[src/rtl/cam_pkg.sv]
`default_nettype none
// ============================================================================
// Module      : cam_pkg
// Description : Shared types and constants for the 2x2 camera exposure
//               controller. Provides the sequencer state enum, readout
//               timing constants and the exposure-time register width.
// Revision    : 1.0 - initial release
// ============================================================================
package cam_pkg;

  // Sequencer states
  typedef enum logic [2:0] {
    S_IDLE   = 3'd0,
    S_EXPOSE = 3'd1,
    S_READ1  = 3'd2,
    S_GAP    = 3'd3,
    S_READ2  = 3'd4
  } state_e;

  // Each row read lasts READ_CYCLES cycles; the ADC strobe fires on the
  // ADC_POS-th cycle (1-based) of each row read.
  localparam int READ_CYCLES = 3;
  localparam int ADC_POS     = 2;

  // Exposure time register width (ms)
  localparam int EXP_W = 5;

  // Row-read cycle counter is 0-based; these are its decode points.
  localparam logic [1:0] RD_LAST = 2'(READ_CYCLES - 1);
  localparam logic [1:0] RD_ADC  = 2'(ADC_POS - 1);

endpackage
`default_nettype wire

[src/rtl/cam_exp_timer.sv]
`default_nettype none
// ============================================================================
// Module      : cam_exp_timer
// Description : Loadable down-counter that times the exposure window.
//               done is high for one cycle while the count sits at its
//               terminal value (1), so the edge that ends the window is
//               exactly 'value' edges after the load edge.
// Ports       : Clk   - system clock, rising edge
//               Reset - synchronous, active-low reset (clears the count)
//               load  - load 'value' into the counter
//               value - number of cycles to time
//               done  - terminal-count pulse
// Revision    : 1.0 - initial release
// ============================================================================
module cam_exp_timer #(
  parameter int WIDTH = 15
) (
  input  logic             Clk,
  input  logic             Reset,
  input  logic             load,
  input  logic [WIDTH-1:0] value,
  output logic             done
);

  logic [WIDTH-1:0] count_q;
  logic [WIDTH-1:0] count_d;

  always_comb begin
    count_d = count_q;
    if (load) begin
      count_d = value;
    end else if (count_q != '0) begin
      count_d = count_q - WIDTH'(1);
    end
  end

  always_ff @(posedge Clk) begin
    if (!Reset) begin
      count_q <= '0;
    end else begin
      count_q <= count_d;
    end
  end

  // A load in the same cycle overrides a pending terminal count.
  assign done = !load && (count_q == WIDTH'(1));

endmodule
`default_nettype wire

[src/rtl/camera_ctrl_seq.sv]
`default_nettype none
// ============================================================================
// Module      : camera_ctrl_seq
// Description : Exposure controller for the 2x2 pixel-array camera. Holds
//               the programmable exposure time (ms) and sequences the pixel
//               array through erase, exposure and a two-row readout with an
//               ADC strobe per row. All outputs are registered.
// Ports       : Clk, Reset (sync, active-low)
//               Init, Exp_increase, Exp_decrease, Take_Pic - one-cycle pulses
//               Erase, Expose, NRE_1, NRE_2 (active low), ADC, Busy
//               Exp_time - current exposure time in ms
// Build option: CAM_ABORT_EN - when defined, Init during EXPOSE aborts the
//               capture and returns to IDLE without readout.
// Revision    : 1.0 - initial release
// ============================================================================
module camera_ctrl_seq
  import cam_pkg::*;
#(
  parameter int EXP_MIN      = 2,
  parameter int EXP_MAX      = 30,
  parameter int EXP_DEFAULT  = 15,
  parameter int TICKS_PER_MS = 1000
) (
  input  logic             Clk,
  input  logic             Reset,
  input  logic             Init,
  input  logic             Exp_increase,
  input  logic             Exp_decrease,
  input  logic             Take_Pic,
  output logic             Erase,
  output logic             Expose,
  output logic             NRE_1,
  output logic             NRE_2,
  output logic             ADC,
  output logic             Busy,
  output logic [EXP_W-1:0] Exp_time
);

  localparam int TIMER_W = $clog2(EXP_MAX * TICKS_PER_MS + 1);

  localparam logic [EXP_W-1:0] EXP_MIN_V = EXP_W'(EXP_MIN);
  localparam logic [EXP_W-1:0] EXP_MAX_V = EXP_W'(EXP_MAX);
  localparam logic [EXP_W-1:0] EXP_DEF_V = EXP_W'(EXP_DEFAULT);

  state_e             state_q,    state_d;
  logic [EXP_W-1:0]   exp_time_q, exp_time_d;
  logic [1:0]         rd_cnt_q,   rd_cnt_d;
  logic               erase_q,    erase_d;
  logic               expose_q,   expose_d;
  logic               nre_1_q,    nre_1_d;
  logic               nre_2_q,    nre_2_d;
  logic               adc_q,      adc_d;
  logic               busy_q,     busy_d;

  logic               tmr_load;
  logic [TIMER_W-1:0] tmr_value;
  logic               tmr_done;

  cam_exp_timer #(
    .WIDTH (TIMER_W)
  ) u_timer (
    .Clk   (Clk),
    .Reset (Reset),
    .load  (tmr_load),
    .value (tmr_value),
    .done  (tmr_done)
  );

  // Next state, exposure register and timer control
  always_comb begin
    state_d    = state_q;
    exp_time_d = exp_time_q;
    rd_cnt_d   = rd_cnt_q;
    tmr_load   = 1'b0;
    tmr_value  = '0;

    case (state_q)
      S_IDLE: begin
        if (Init) begin
          exp_time_d = EXP_DEF_V;
        end else if (Take_Pic) begin
          state_d   = S_EXPOSE;
          tmr_load  = 1'b1;
          tmr_value = TIMER_W'(exp_time_q) * TIMER_W'(TICKS_PER_MS);
        end else if (Exp_increase && !Exp_decrease) begin
          if (exp_time_q < EXP_MAX_V) exp_time_d = exp_time_q + EXP_W'(1);
        end else if (Exp_decrease && !Exp_increase) begin
          if (exp_time_q > EXP_MIN_V) exp_time_d = exp_time_q - EXP_W'(1);
        end
      end

      S_EXPOSE: begin
`ifdef CAM_ABORT_EN
        if (Init) begin
          // Abort: also flush the timer so no stale done pulse remains.
          state_d   = S_IDLE;
          tmr_load  = 1'b1;
          tmr_value = '0;
        end else if (tmr_done) begin
          state_d  = S_READ1;
          rd_cnt_d = '0;
        end
`else
        if (tmr_done) begin
          state_d  = S_READ1;
          rd_cnt_d = '0;
        end
`endif
      end

      S_READ1: begin
        if (rd_cnt_q == RD_LAST) begin
          state_d  = S_GAP;
          rd_cnt_d = '0;
        end else begin
          rd_cnt_d = rd_cnt_q + 2'd1;
        end
      end

      S_GAP: begin
        state_d  = S_READ2;
        rd_cnt_d = '0;
      end

      S_READ2: begin
        if (rd_cnt_q == RD_LAST) begin
          state_d  = S_IDLE;
          rd_cnt_d = '0;
        end else begin
          rd_cnt_d = rd_cnt_q + 2'd1;
        end
      end

      default: begin
        state_d  = S_IDLE;
        rd_cnt_d = '0;
      end
    endcase
  end

  // Outputs are decoded from the next state so that they can be registered
  // alongside it and still line up with the state they describe.
  always_comb begin
    erase_d  = (state_d == S_IDLE);
    expose_d = (state_d == S_EXPOSE);
    nre_1_d  = (state_d != S_READ1);
    nre_2_d  = (state_d != S_READ2);
    adc_d    = ((state_d == S_READ1) || (state_d == S_READ2)) && (rd_cnt_d == RD_ADC);
    busy_d   = (state_d != S_IDLE);
  end

  always_ff @(posedge Clk) begin
    if (!Reset) begin
      state_q    <= S_IDLE;
      exp_time_q <= EXP_DEF_V;
      rd_cnt_q   <= '0;
      erase_q    <= 1'b1;
      expose_q   <= 1'b0;
      nre_1_q    <= 1'b1;
      nre_2_q    <= 1'b1;
      adc_q      <= 1'b0;
      busy_q     <= 1'b0;
    end else begin
      state_q    <= state_d;
      exp_time_q <= exp_time_d;
      rd_cnt_q   <= rd_cnt_d;
      erase_q    <= erase_d;
      expose_q   <= expose_d;
      nre_1_q    <= nre_1_d;
      nre_2_q    <= nre_2_d;
      adc_q      <= adc_d;
      busy_q     <= busy_d;
    end
  end

  assign Erase    = erase_q;
  assign Expose   = expose_q;
  assign NRE_1    = nre_1_q;
  assign NRE_2    = nre_2_q;
  assign ADC      = adc_q;
  assign Busy     = busy_q;
  assign Exp_time = exp_time_q;

endmodule
`default_nettype wire

[config.mk]
export PLATFORM = sky130hd
export DESIGN_NAME = camera_ctrl_seq
export DESIGN_NICKNAME = d
export VERILOG_FILES = /design/src/rtl/cam_pkg.sv /design/src/rtl/cam_exp_timer.sv /design/src/rtl/camera_ctrl_seq.sv
export SDC_FILE = /design/constraint.sdc
export NUM_CORES = 1
export LEC_CHECK = 0
export CAP_MARGIN = 40
export CORE_MARGIN = 2
export CORE_UTILIZATION = 56
export CTS_BUF_LIST = sky130_fd_sc_hd__clkbuf_4
export DETAILED_ROUTE_END_ITERATION = 6
export GPL_TIMING_DRIVEN = 0
export HOLD_SLACK_MARGIN = 0.05
export PLACE_DENSITY = 0.79
export SLEW_MARGIN = 20
export SYNTH_ARGS = -nofsm -noshare
export SYNTH_HDL_FRONTEND = slang
export SYNTH_HIERARCHICAL = 1
export SYNTH_SLANG_ARGS = --single-unit
[constraint.sdc]
create_clock -name Clk -period 3.7 [get_ports Clk]
set_input_delay 0.37 -clock Clk [delete_from_list [all_inputs] [get_ports Clk]]
set_output_delay 0.37 -clock Clk [all_outputs]
set_load 0.005 [all_outputs]
==> metrics.log, run 1 <==
INFO  metric outcome = finished, final reports clean
INFO  metric tritoncts = yes
INFO  metric synth.avg_cell_area = roughly 8.6 um2
INFO  metric met3WireLength = 379 um
INFO  metric ys_top_cells_by_area = dfxtp_1, ha_1, fa_1
INFO  metric io_pins = 17
INFO  metric route.detailed.vias_per_inst = between 6 and 7
INFO  metric layout_setup_ws = 0.0237 ns
INFO  metric clk-insertion-delay-late = ~0.34 ns
INFO  metric fill_cells = approximately 380
INFO  metric synth_warnings = 6
INFO  metric crit_required = 3.97 ns
INFO  metric met2_length = 2960 um
INFO  metric ys_ff_latch = 31
INFO  metric period_utilization_post_route = 0.994
INFO  metric synth_sequential_area_ratio = 0.231
INFO  metric hold_viol = 0
INFO  metric chipHeight = 73.3 um
INFO  metric synth-async-reset-ratio = 0
INFO  metric grt_setup_unrepaired = true
INFO  metric timing.critical_path.cells = fa_2 -> fa_1 -> inv_1 -> fa_1 -> inv_2 -> ha_4 -> o21a_1 -> o31a_1 -> o41a_1 -> or3_4 -> a21oi_2 -> nand2_1 -> a21boi_1
INFO  metric worst_setup_path_start_kind = register
INFO  metric first_pass_grt_wire_length = 10,100 um
INFO  metric cts_inserted_buffers = 5
INFO  metric synth_enable_flop_cells = 0
INFO  metric critPathCaptureType = register
INFO  metric routed-via-count = between 2,000 and 2,500
INFO  metric pin_count_of_the_biggest_net_entering_global_routing = 12
INFO  metric placement.cell_area = 2930 um2
INFO  metric multi_input_gate_area = 1980 um2
INFO  metric dp_hpwl = 4390 um
INFO  metric route.final.wire_length = between 6000 and 7000 um
INFO  metric first_pass_iters = 4
INFO  metric dp_worst_setup_slack = -0.230 ns
INFO  metric report.power.total = 1650 uW
INFO  metric antenna_left = 0
INFO  metric cell_count_after_placement = approximately 390
INFO  metric drt_drc_violations_left = 0
INFO  metric synth_area_leader_cell = dfxtp_1
INFO  metric worst_path_max_delay_cell = fa_1
INFO  metric grt_usage = 0.240
INFO  metric setup_violations = 0
INFO  metric maxClockFrequency = approximately 270 MHz
INFO  metric syn_to_final_growth = 16.9%
INFO  metric final_nets = 397
INFO  metric tritoncts_num_sinks = 31
INFO  metric leading_cell_types_by_count_after_synthesis = dfxtp_1, ha_1, inv_1, nor2_1, o21ai_0
INFO  metric worstPathBufferInverterCount = 2
INFO  metric power.leakage = 0.00127 uW
INFO  metric cts.htree.levels = 2
INFO  metric post-route-cell-area = roughly 3100 um2
INFO  metric grt_pass1_vias = 2,242
INFO  metric routed_wire_length_per_instance = ~16 um
INFO  metric post_route_cells_drive_above_1_share = 0.146
INFO  metric cpLargestDelayFamily = adder cells
INFO  metric first_iter_violations = between 150 and 200
INFO  metric worst_path_most_repeated_cell = fa_1
INFO  metric vdd_ir_drop_max = 257 uV
INFO  metric gp_routability_congestion = between 0.8 and 0.9
INFO  metric cts.root.buffer_cell = clkbuf_4
INFO  metric crit_path_max_fanout = 2
INFO  metric slew_viol_final = 0
INFO  metric yosys.area.top_type_share = 0.231
INFO  metric fin_crit = 3.68 ns
INFO  metric initial_util = 0.574
INFO  metric antennaDiodeCount = 0
INFO  metric design.die.area = between 5000 and 6000 um2
INFO  metric max_stage_delay = 0.49 ns
INFO  metric cell_with_the_most_instances_after_synthesis = dfxtp_1
INFO  metric final-seq-area = 636 um2
INFO  metric cap_violations = 0
INFO  metric synth-main-ff-cell = dfxtp_1
INFO  metric max-clock-path-buffers = 2
INFO  metric dieWidth = 73.3 um
INFO  metric top_signal_layer_used = met4
INFO  metric cts.clk_slew.worst_paths = 0.11 ns
INFO  metric cp_data_arrival_time = 3.95 ns
INFO  metric wl_met1 = approximately 2800 um
INFO  metric ys_types = 64
INFO  metric grt_antenna_before_repair = 0
INFO  metric timing.clock.skew = around 0.015 ns
INFO  metric timing_worst_setup_path_type = reg2reg
INFO  metric floorplan.core_area = approximately 4700 um2
INFO  metric holdCritPathClass = reg2reg
INFO  metric layout.cells.non_filler = 404
INFO  metric synthCells = 313
INFO  metric io_buffers = 16
INFO  metric power_per_cell_area = between 500 and 600 nW/um2
INFO  metric synth_area = 2690 um2
INFO  metric overflow_left_after_global_routing = 0
INFO  metric rows = 25
## stage by stage
stage          utilization  hold slack [ns]  TNS, ns
2_1_floorplan            -            0.444        0
3_3_place_gp         0.625            0.471   -0.197
3_5_place_dp         0.625            0.484   -0.230
4_1_cts              0.653            0.506        0
5_1_grt              0.671            0.530  -0.0785
6_report             0.671            0.501        0
## area by class of cell
cell class / count / area share
clock buffer: 5 / 0.0119
multi-input combinational: 245 / 0.630
clock inverter: 2 / 0.00278
tap: 54 / 0.0215
buffer: 10 / 0.0155
inverter: 29 / 0.0346
timing repair buffer: 28 / 0.0819
sequential: 31 / 0.202
## tightest hold or removal path: stages (launching register included)
cell,delay (ns)
dfxtp_1,0.34
o41ai_1,0.06
a21oi_1,0.06
## routing by layer
| layer | track usage | up-vias |
|---|---|---|
| li1 | - | 1192 |
| met5 | 0 | - |
| met2 | 0.385 | 78 |
| met4 | 0.0687 | 0 |
| met1 | 0.319 | 1151 |
| met3 | 0.0604 | 12 |
## cell families after synthesis
logic type / share of synthesized area
AO/OA/AOI/OAI: 0.211
XOR/XNOR: 0.0325
adder cells (fa/ha/maj): 0.221
buffers and inverters: 0.0586
flip-flops: 0.231
multiplexers: 0.0153
other: 0.00139
AND/OR/NAND/NOR: 0.229
## power breakdown
group          switching (uW)  internal [uW]  total [uW]  leakage (uW)
Sequential                108            407         516      0.000254
Combinational             499            453         952      0.000985
Clock                     116           67.1         184     0.0000285
## state kept, by name (all words and copies together), names as in the netlist
register,count
ADC,1
rd_cnt_q,2
u_timer/count_q,15
Busy,1
NRE_2,1
Exp_time,5
Erase,1
state_q,3
NRE_1,1
Expose,1
## final timing paths
check,startpoint,end,slack (ns),depth (start not counted)
min reg2reg,u_timer/count_q[11]$_SDFFE_PN0P_,u_timer/count_q[11]$_SDFFE_PN0P_,0.50,2
min,u_timer/count_q[11]$_SDFFE_PN0P_,u_timer/count_q[11]$_SDFFE_PN0P_,0.50,2
max reg2reg,Exp_time[3]$_SDFFE_PN1P_,u_timer/count_q[14]$_SDFFE_PN0P_,0.02,13
max,Exp_time[3]$_SDFFE_PN1P_,u_timer/count_q[14]$_SDFFE_PN0P_,0.02,13
## cell usage in the layout, fill, tap and decap left out, types with 3 or more instances in the layout
cell	count
clkdlybuf4s50_1	16
clkbuf_4	6
nand2_1	15
dfxtp_4	4
a211oi_1	5
a21oi_1	16
nor2b_1	4
a21o_1	3
o21ai_0	24
or3_4	3
nor3_1	11
a31oi_1	6
buf_4	10
nor2_1	24
buf_6	3
inv_1	27
nor4_1	4
conb_1	3
ha_1	26
and3_1	3
nand2b_1	7
mux2i_1	3
nand3_1	4
fa_1	10
dfxtp_1	27
xnor2_1	8
o21a_1	6
o22ai_1	4
ha_4	4
clkbuf_1	8
o31a_1	4
## what timing repair did
action,CTS,global route
endpoints found under the setup margin,2,2
hold buffers,0,0
buffers inserted,6,6
pin swaps,2,13
resized for setup,8,8
(Power assumes the default switching activity.)
==> run 2: changes to the inputs <==
--- a/config.mk
+++ b/config.mk
@@ -7,14 +7,13 @@
 export LEC_CHECK = 0
 export CAP_MARGIN = 40
 export CORE_MARGIN = 2
-export CORE_UTILIZATION = 56
+export CORE_UTILIZATION = 55
 export CTS_BUF_LIST = sky130_fd_sc_hd__clkbuf_4
 export DETAILED_ROUTE_END_ITERATION = 6
 export GPL_TIMING_DRIVEN = 0
 export HOLD_SLACK_MARGIN = 0.05
-export PLACE_DENSITY = 0.79
+export PLACE_DENSITY = 0.78
 export SLEW_MARGIN = 20
 export SYNTH_ARGS = -nofsm -noshare
 export SYNTH_HDL_FRONTEND = slang
-export SYNTH_HIERARCHICAL = 1
 export SYNTH_SLANG_ARGS = --single-unit
==> metrics.log, run 2 <==
INFO  metric outcome = finished, final reports clean
INFO  metric period_utilization_post_route = 0.943 (-0.0504)
INFO  metric critPathCaptureType = register
INFO  metric drt_drc_violations_left = 0 (unchanged)
INFO  metric rows = 24 (-4.0%)
INFO  metric cts.htree.levels = 2 (unchanged)
INFO  metric worstReg2RegStart = Exp_time[2]$_SDFFE_PN1P_
INFO  metric largest_register_ffs = 15 (unchanged)
INFO  metric initial_util = 0.566 (-0.00763)
INFO  metric crit_path_max_fanout = 11 (+9)
INFO  metric timing.critical_path.cells = fa_1 -> fa_1 -> inv_1 -> fa_1 -> inv_1 -> ha_1 -> o21ai_0 -> o21bai_1 -> a41oi_1 -> or3_1 -> o211ai_1
INFO  metric tritoncts_num_sinks = 31 (unchanged)
INFO  metric post_cts_resized = 1 (-7)
INFO  metric route.detailed.vias_per_inst = 5.78 (-4.0%)
INFO  metric chipHeight = 70.7 um (-3.6%)
INFO  metric io_pins = 17 (unchanged)
INFO  metric report.power.total = 1650 uW (about the same)
INFO  metric fin_tns_setup = 0 ns (unchanged)
INFO  metric worst_path_max_delay_cell = fa_1
INFO  metric layout.cells.most_common_list = ha_1, dfxtp_1, inv_1
INFO  metric slew_margin_rel = 0.432
INFO  metric timing_worst_setup_path_type = reg2reg
INFO  metric dp_hpwl = 3770 um (-14%)
INFO  metric layout.cells.non_filler = 351 (-13%)
INFO  metric worst_r2r_endpoint = u_timer.count_q[13]$_SDFFE_PN0P_
INFO  metric synth.avg_cell_area = 8.87 um2 (+3.1%)
INFO  metric setup_violations = 0 (unchanged)
INFO  metric antenna_left = 0 (unchanged)
INFO  metric syn-num-nets = 324
INFO  metric maxClockFrequency = 287 MHz (+5.3%)
INFO  metric post_route_cells_drive_above_1_share = 0.0569 (-0.0889)
INFO  metric ff2ff_path_depth = 11 (-2)
INFO  metric gp_routability_congestion = 0.826 (-1.5%)
INFO  metric antennaDiodeCount = 0 (unchanged)
INFO  metric synthCells = 276 (-12%)
INFO  metric cell_count_after_placement = 343 (-11%)
INFO  metric min_from = rd_cnt_q[0]$_SDFF_PN0_
INFO  metric fin_crit = 3.49 ns (-0.186 ns)
INFO  metric ys_top_cells_by_area = dfxtp_1, ha_1, fa_1
INFO  metric power_per_cell_area = 607 nW/um2 (+16%)
INFO  metric synth_warnings = 0 (-6)
INFO  metric slew_viol_final = 0 (unchanged)
INFO  metric timing.clock.skew = 0.00940 ns (-0.00510 ns)
INFO  metric grt_pass1_vias = 2,000 (-11%)
INFO  metric cts_inserted_buffers = 5 (unchanged)
INFO  metric synth_sequential_area_ratio = 0.254 (+0.0230)
INFO  metric tritoncts = yes
INFO  metric overflow_left_after_global_routing = 0 (unchanged)
INFO  metric final.hold.worst_slack = 0.525 ns (+0.0239 ns)
INFO  metric yosys.area.top_type_share = 0.254 (+0.0230)
INFO  metric reg2reg_setup_slack = 0.21 ns (+0.19 ns)
INFO  metric max-clock-path-buffers = 2 (unchanged)
INFO  metric synth_enable_flop_cells = 0 (unchanged)
INFO  metric cap_violations = 0 (unchanged)
INFO  metric met2_length = 2330 um (-21%)
INFO  metric syn_to_final_growth = 11.1%
INFO  metric route.final.wire_length = 4970 um (-21%)
INFO  metric worstMarginPinSlew = 0.845 ns
INFO  metric final_common_cell = ha_1
INFO  metric wl_met1 = 2440 um (-14%)
INFO  metric dp_worst_setup_slack = -0.0101 ns (+0.220 ns)
INFO  metric grt_usage = 0.220 (-0.0196)
INFO  metric crit_required = 3.95 ns (-0.02 ns)
INFO  metric routed_wire_length_per_instance = 14.2 um (-8.9%)
INFO  metric cts.clk_slew.worst_paths = 0.10 ns (about the same)
INFO  metric final_nets = 346 (-13%)
INFO  metric cp_data_arrival_time = 3.74 ns (-0.21 ns)
INFO  metric ys_ff_latch = 31 (unchanged)
INFO  metric postCtsSetupBuffers = 0 (-6)
INFO  metric holdCritPathClass = reg2reg
INFO  metric vdd_ir_drop_max = 282 uV (+9.4%)
INFO  metric hold_viol = 0 (unchanged)
INFO  metric synth_area_leader_cell = dfxtp_1
INFO  metric ctsHoldBuffers = 0 (unchanged)
INFO  metric ys_types = 47 (-27%)
INFO  metric worstHoldPathCells = 1 (-1)
INFO  metric met3WireLength = 142 um (-63%)
INFO  metric grt_setup_unrepaired = false
INFO  metric synth-async-reset-ratio = 0 (unchanged)
INFO  metric synth-main-ff-cell = dfxtp_1
INFO  metric dieWidth = 70.7 um (-3.6%)
INFO  metric first_pass_iters = 4 (unchanged)
INFO  metric routed-via-count = 2,029 (-17%)
INFO  metric io_buffers = 15 (-1)
INFO  metric floorplan.core_area = 4320 um2 (-7.8%)
INFO  metric leading_cell_types_by_count_after_synthesis = dfxtp_1, ha_1, inv_1, a21oi_1, nand2_1
INFO  metric layout_setup_ws = 0.210 ns (+0.186 ns)
INFO  metric worst_setup_path_start_kind = register
INFO  metric timing.hold.worst_endpoint = rd_cnt_q[0]$_SDFF_PN0_
INFO  metric grt_antenna_before_repair = 0 (unchanged)
INFO  metric design.die.area = 5000 um2 (-7.0%)
INFO  metric registers.top_by_ff_count = u_timer.count_q
INFO  metric max_stage_delay = 0.54 ns (+0.05 ns)
INFO  metric top_signal_layer_used = met4
INFO  metric first_pass_grt_wire_length = 8930 um (-12%)
INFO  metric first_iter_violations = 119 (-38%)
INFO  metric synth_area = 2450 um2 (-9.1%)
INFO  metric clk-insertion-delay-late = 0.33 ns (about the same)
INFO  metric worst_path_most_repeated_cell = fa_1
INFO  metric pin_count_of_the_biggest_net_entering_global_routing = 12 (unchanged)
INFO  metric cts.root.buffer_cell = clkbuf_4
INFO  metric power.leakage = 0.00117 uW (-7.4%)
## run 2: changes by cell type after synthesis, moves of 4 or more
| cell | change |
|---|---|
| xnor2_1 | -4 |
| nand3_1 | +4 |
| or4_1 | +4 |
| nor2_1 | -12 |
| o21a_1 | -6 |
| o21ai_0 | -17 |
| xor2_1 | +10 |
## run 2: layer usage
layer  vias up  track usage
met3         6       0.0442
li1       1033            -
met2        28        0.366
met1       962        0.283
met4         0       0.0839
met5         -            0
## run 2: stage by stage
step / utilization / instance area [um2]
finish: 0.629 / 2720
floorplan: - / 2450
detailed placement: 0.616 / 2660
global route: 0.629 / 2720
global placement: 0.616 / 2660
CTS: 0.628 / 2720
## run 2: cell families (layout without fill, tap and decap cells)
group                      count (synthesis)  in the layout  synth area share
xor gates and xnor gates                  16             16            0.0573
and+or+nand+nor                           88             88             0.211
muxes                                      2              2           0.00818
buffers and inverters                     38             61            0.0588
AOI/OAI and AO/OA                         59             59             0.163
DFF                                       31             31             0.254
adders and majority gates                 42             42             0.248
## run 2: worst max-delay path by stage
stage / from / endpoint
after floorplan: Exp_time[2]$_SDFFE_PN1P_ / u_timer.count_q[13]$_SDFFE_PN0P_
after global placement: Exp_time[2]$_SDFFE_PN1P_ / u_timer.count_q[14]$_SDFFE_PN0P_
after detailed placement: Exp_time[2]$_SDFFE_PN1P_ / u_timer.count_q[13]$_SDFFE_PN0P_
after CTS: Exp_time[3]$_SDFFE_PN1P_ / u_timer.count_q[13]$_SDFFE_PN0P_
after global routing: Exp_time[2]$_SDFFE_PN1P_ / u_timer.count_q[13]$_SDFFE_PN0P_
final: Exp_time[2]$_SDFFE_PN1P_ / u_timer.count_q[13]$_SDFFE_PN0P_
## run 2: area by class of cell
type                    count  area (um2)
well taps                  52        65.1
flip-flops and latches     31         624
inverters                  26        97.6
plain buffers              12        46.3
clock inverters             3        15.0
multi-input cells         207        1680
fillers                   398        1610
clock buffers               5        37.5
repair buffers             15         150
## run 2: power breakdown
| part | leakage [uW] | switching [uW] | internal [uW] |
|---|---|---|---|
| sequential | 0.000254 | 86.6 | 418 |
| clock | 0.0000263 | 118 | 69.5 |
| combinational | 0.000893 | 533 | 425 |
| total | 0.00117 | 738 | 912 |
## run 2: critical path: cells and delay by family (launching register included)
family / cells / cell delay (ns)
adder cells (fa/ha/maj): 4 / 1.90
AO/OA/AOI/OAI: 4 / 0.56
flip-flops: 1 / 0.50
AND/OR/NAND/NOR: 1 / 0.36
buffers and inverters: 2 / 0.10
==> patch (flow settings as in run 1) <==
The option `CAM_ABORT_EN` is turned on by a define.
--- a/src/rtl/camera_ctrl_seq.sv
+++ b/src/rtl/camera_ctrl_seq.sv
@@ -13,6 +13,8 @@
 //               capture and returns to IDLE without readout.
 // Revision    : 1.0 - initial release
 // ============================================================================
+`define CAM_ABORT_EN
+
 module camera_ctrl_seq
   import cam_pkg::*;
 #(
Check against the original RTL: not equivalent (Yosys sat finds a counterexample within 4 cycles, from zero or initial values and one cycle with Reset low).
==> patch against run 1 <==
Clock skew hardly changed. Critical path type unchanged. Sequential cell count stayed put. Final area is 7.2% lower. Power is 27% lower. Core utilization is 0.46 points lower. Worst setup slack worse by 0.026 ns. Area after synthesis is 5.2% lower. Fmax is 0.70% lower. The run now ends with setup timing left. Die area is 4.9% lower. Routed wire length is 14% lower. Non-clock buffer count is 10 lower.
==> patch: results (changes against run 1) <==
Status
  – Outcome: complete, but fails checks
  – Failing checks: setup timing

Synth
  – Synth area leaders: dfxtp_1 24%, ha_1 15%, fa_1 8.6%
  – Synth async-reset ratio: 0% (unchanged)
  – Synth top area share: 24.3% (+1.3 points)
  – EDFF count, synth: 0 (unchanged)
  – Synth Flop Type: dfxtp_1
  – Netlist cell types: 60 (-6.3%)
  – Most common library cells after synthesis: 31 x dfxtp_1, 30 x ha_1, 26 x inv_1
  – Sequential share of the synthesized area: 24.3% (+1.3 points)

Layout
  – Nets@finish: 371 (-6.5%)
  – Area Overhead vs Synth: 14.4%
  – # diodes: 0 (unchanged)
  – Number of flip-flops under the largest register name: 15 (unchanged)
  – Layout cells sized above 1: 11.7% (-2.9 points)

Power and ir drop
  – Static leakage: 1.20 nW (-5.3%)
  – Internal: 0.722 mW (-22%)
  – Worst vdd ir: 0.163 mV (-37%)

Global routing
  – Global-route wire length before repair: 9420 um (-7.2%)
  – Initial antenna violation count: 0 (unchanged)
  – Global Route Usage Sum: 22.9% (-1.1 points)
  – Largest net degree at the start of global routing: 12 (unchanged)
  – Vias in the first global route: 2092 (-6.7%)

Placed design
  – IO buf count: 16 (unchanged)
  – Placer Congestion: 0.865 (+3.1%)
  – Placed Area: 2790 um^2 (-4.9%)
  – DP HPWL: 4170 um (-5.1%)
  – Setup Slack @ Placement: -0.397 ns (-0.167 ns)

Critical path
  – Crit-path slowest cell: fa_1
  – CP Max Fanout: 5 (+3)
  – Worst path max stage delay: 0.54 ns (+0.05 ns)
  – Critical Path AT: 3.98 ns (+0.03 ns)

Detailed routing
  – Routed vias: 2215 (-9.0%)
  – Final wirelength: 5430 um (-14%)
  – Initial DRC Count: 173 (-10%)

Timing
  – Final setup fails: 1 (+1)
  – Final WS setup: -0.00214 ns (-0.0259 ns)
  – Clock Skew: 0.0149 ns (+0.000352 ns)

Clock network
  – Root Buffer: clkbuf_4
  – Clock slew at reported path FFs: ~0.10 ns
## patch: what timing repair did
action	in CTS	in global routing
setup endpoints to repair	4	1
pin swaps	1	3
buffers inserted	3	1
gates resized for setup	9	4
hold buffers	0	0
## patch: worst paths after layout
kind / slack, ns / endpoint / from
max: -0.002 / u_timer/count_q[14]$_SDFFE_PN0P_ / Exp_time[4]$_SDFFE_PN0P_
max reg2reg: -0.002 / u_timer/count_q[14]$_SDFFE_PN0P_ / Exp_time[4]$_SDFFE_PN0P_
min reg2reg: 0.52 / u_timer/count_q[6]$_SDFFE_PN0P_ / u_timer/count_q[6]$_SDFFE_PN0P_
min: 0.52 / u_timer/count_q[6]$_SDFFE_PN0P_ / u_timer/count_q[6]$_SDFFE_PN0P_
## patch: cell type report
class	count	area, um^2
Fill cell	375	1460
Clock inverter	3	15.0
Timing Repair Buffer	20	190
Clock buffer	5	37.5
Sequential cell	31	633
Inverter	27	101
Multi-Input combinational cell	231	1840
Tap cell	52	65.1
Buffer	8	33.8
## patch: logic make-up after synthesis
group / Yosys count / share of synthesized area, %
buf+inv: 35 / 5.29
compound gates: 71 / 18.3
mux: 4 / 1.67
xor+xnor: 7 / 2.40
fa+ha+maj: 41 / 23.3
simple gates: 105 / 24.6
flops: 31 / 24.3
other cells: 1 / 0.147
## patch: per-stage QoR
step | instances | setup TNS (ns)
floorplan | 297 | 0
global placement | 365 | -1.30
detailed placement | 365 | -2.00
CTS | 376 | -0.0430
global route | 377 | -0.130
finish | 377 | -0.00214
## patch: power by group through the flow
stage,registers [mW],logic [mW],clock network (mW)
2_1_floorplan,0.442,0.434,0
3_3_place_gp,0.453,0.532,0
3_5_place_dp,0.457,0.546,0
4_1_cts,0.446,0.563,0.194
5_1_grt,0.454,0.646,0.213
6_report,0.447,0.576,0.188
## patch: worst min-delay path: cells and delay by family, from the launching register on
| family | cells | cell delay, ns |
|---|---|---|
| flops | 1 | 0.34 |
| compound gates | 2 | 0.13 |
## patch: layer usage
metal  GRT usage, %  part of all wire, %
met4           7.13                  2.0
met2           37.3                   48
met3           5.20                  3.2
met5              0                    0
met1           30.2                   47
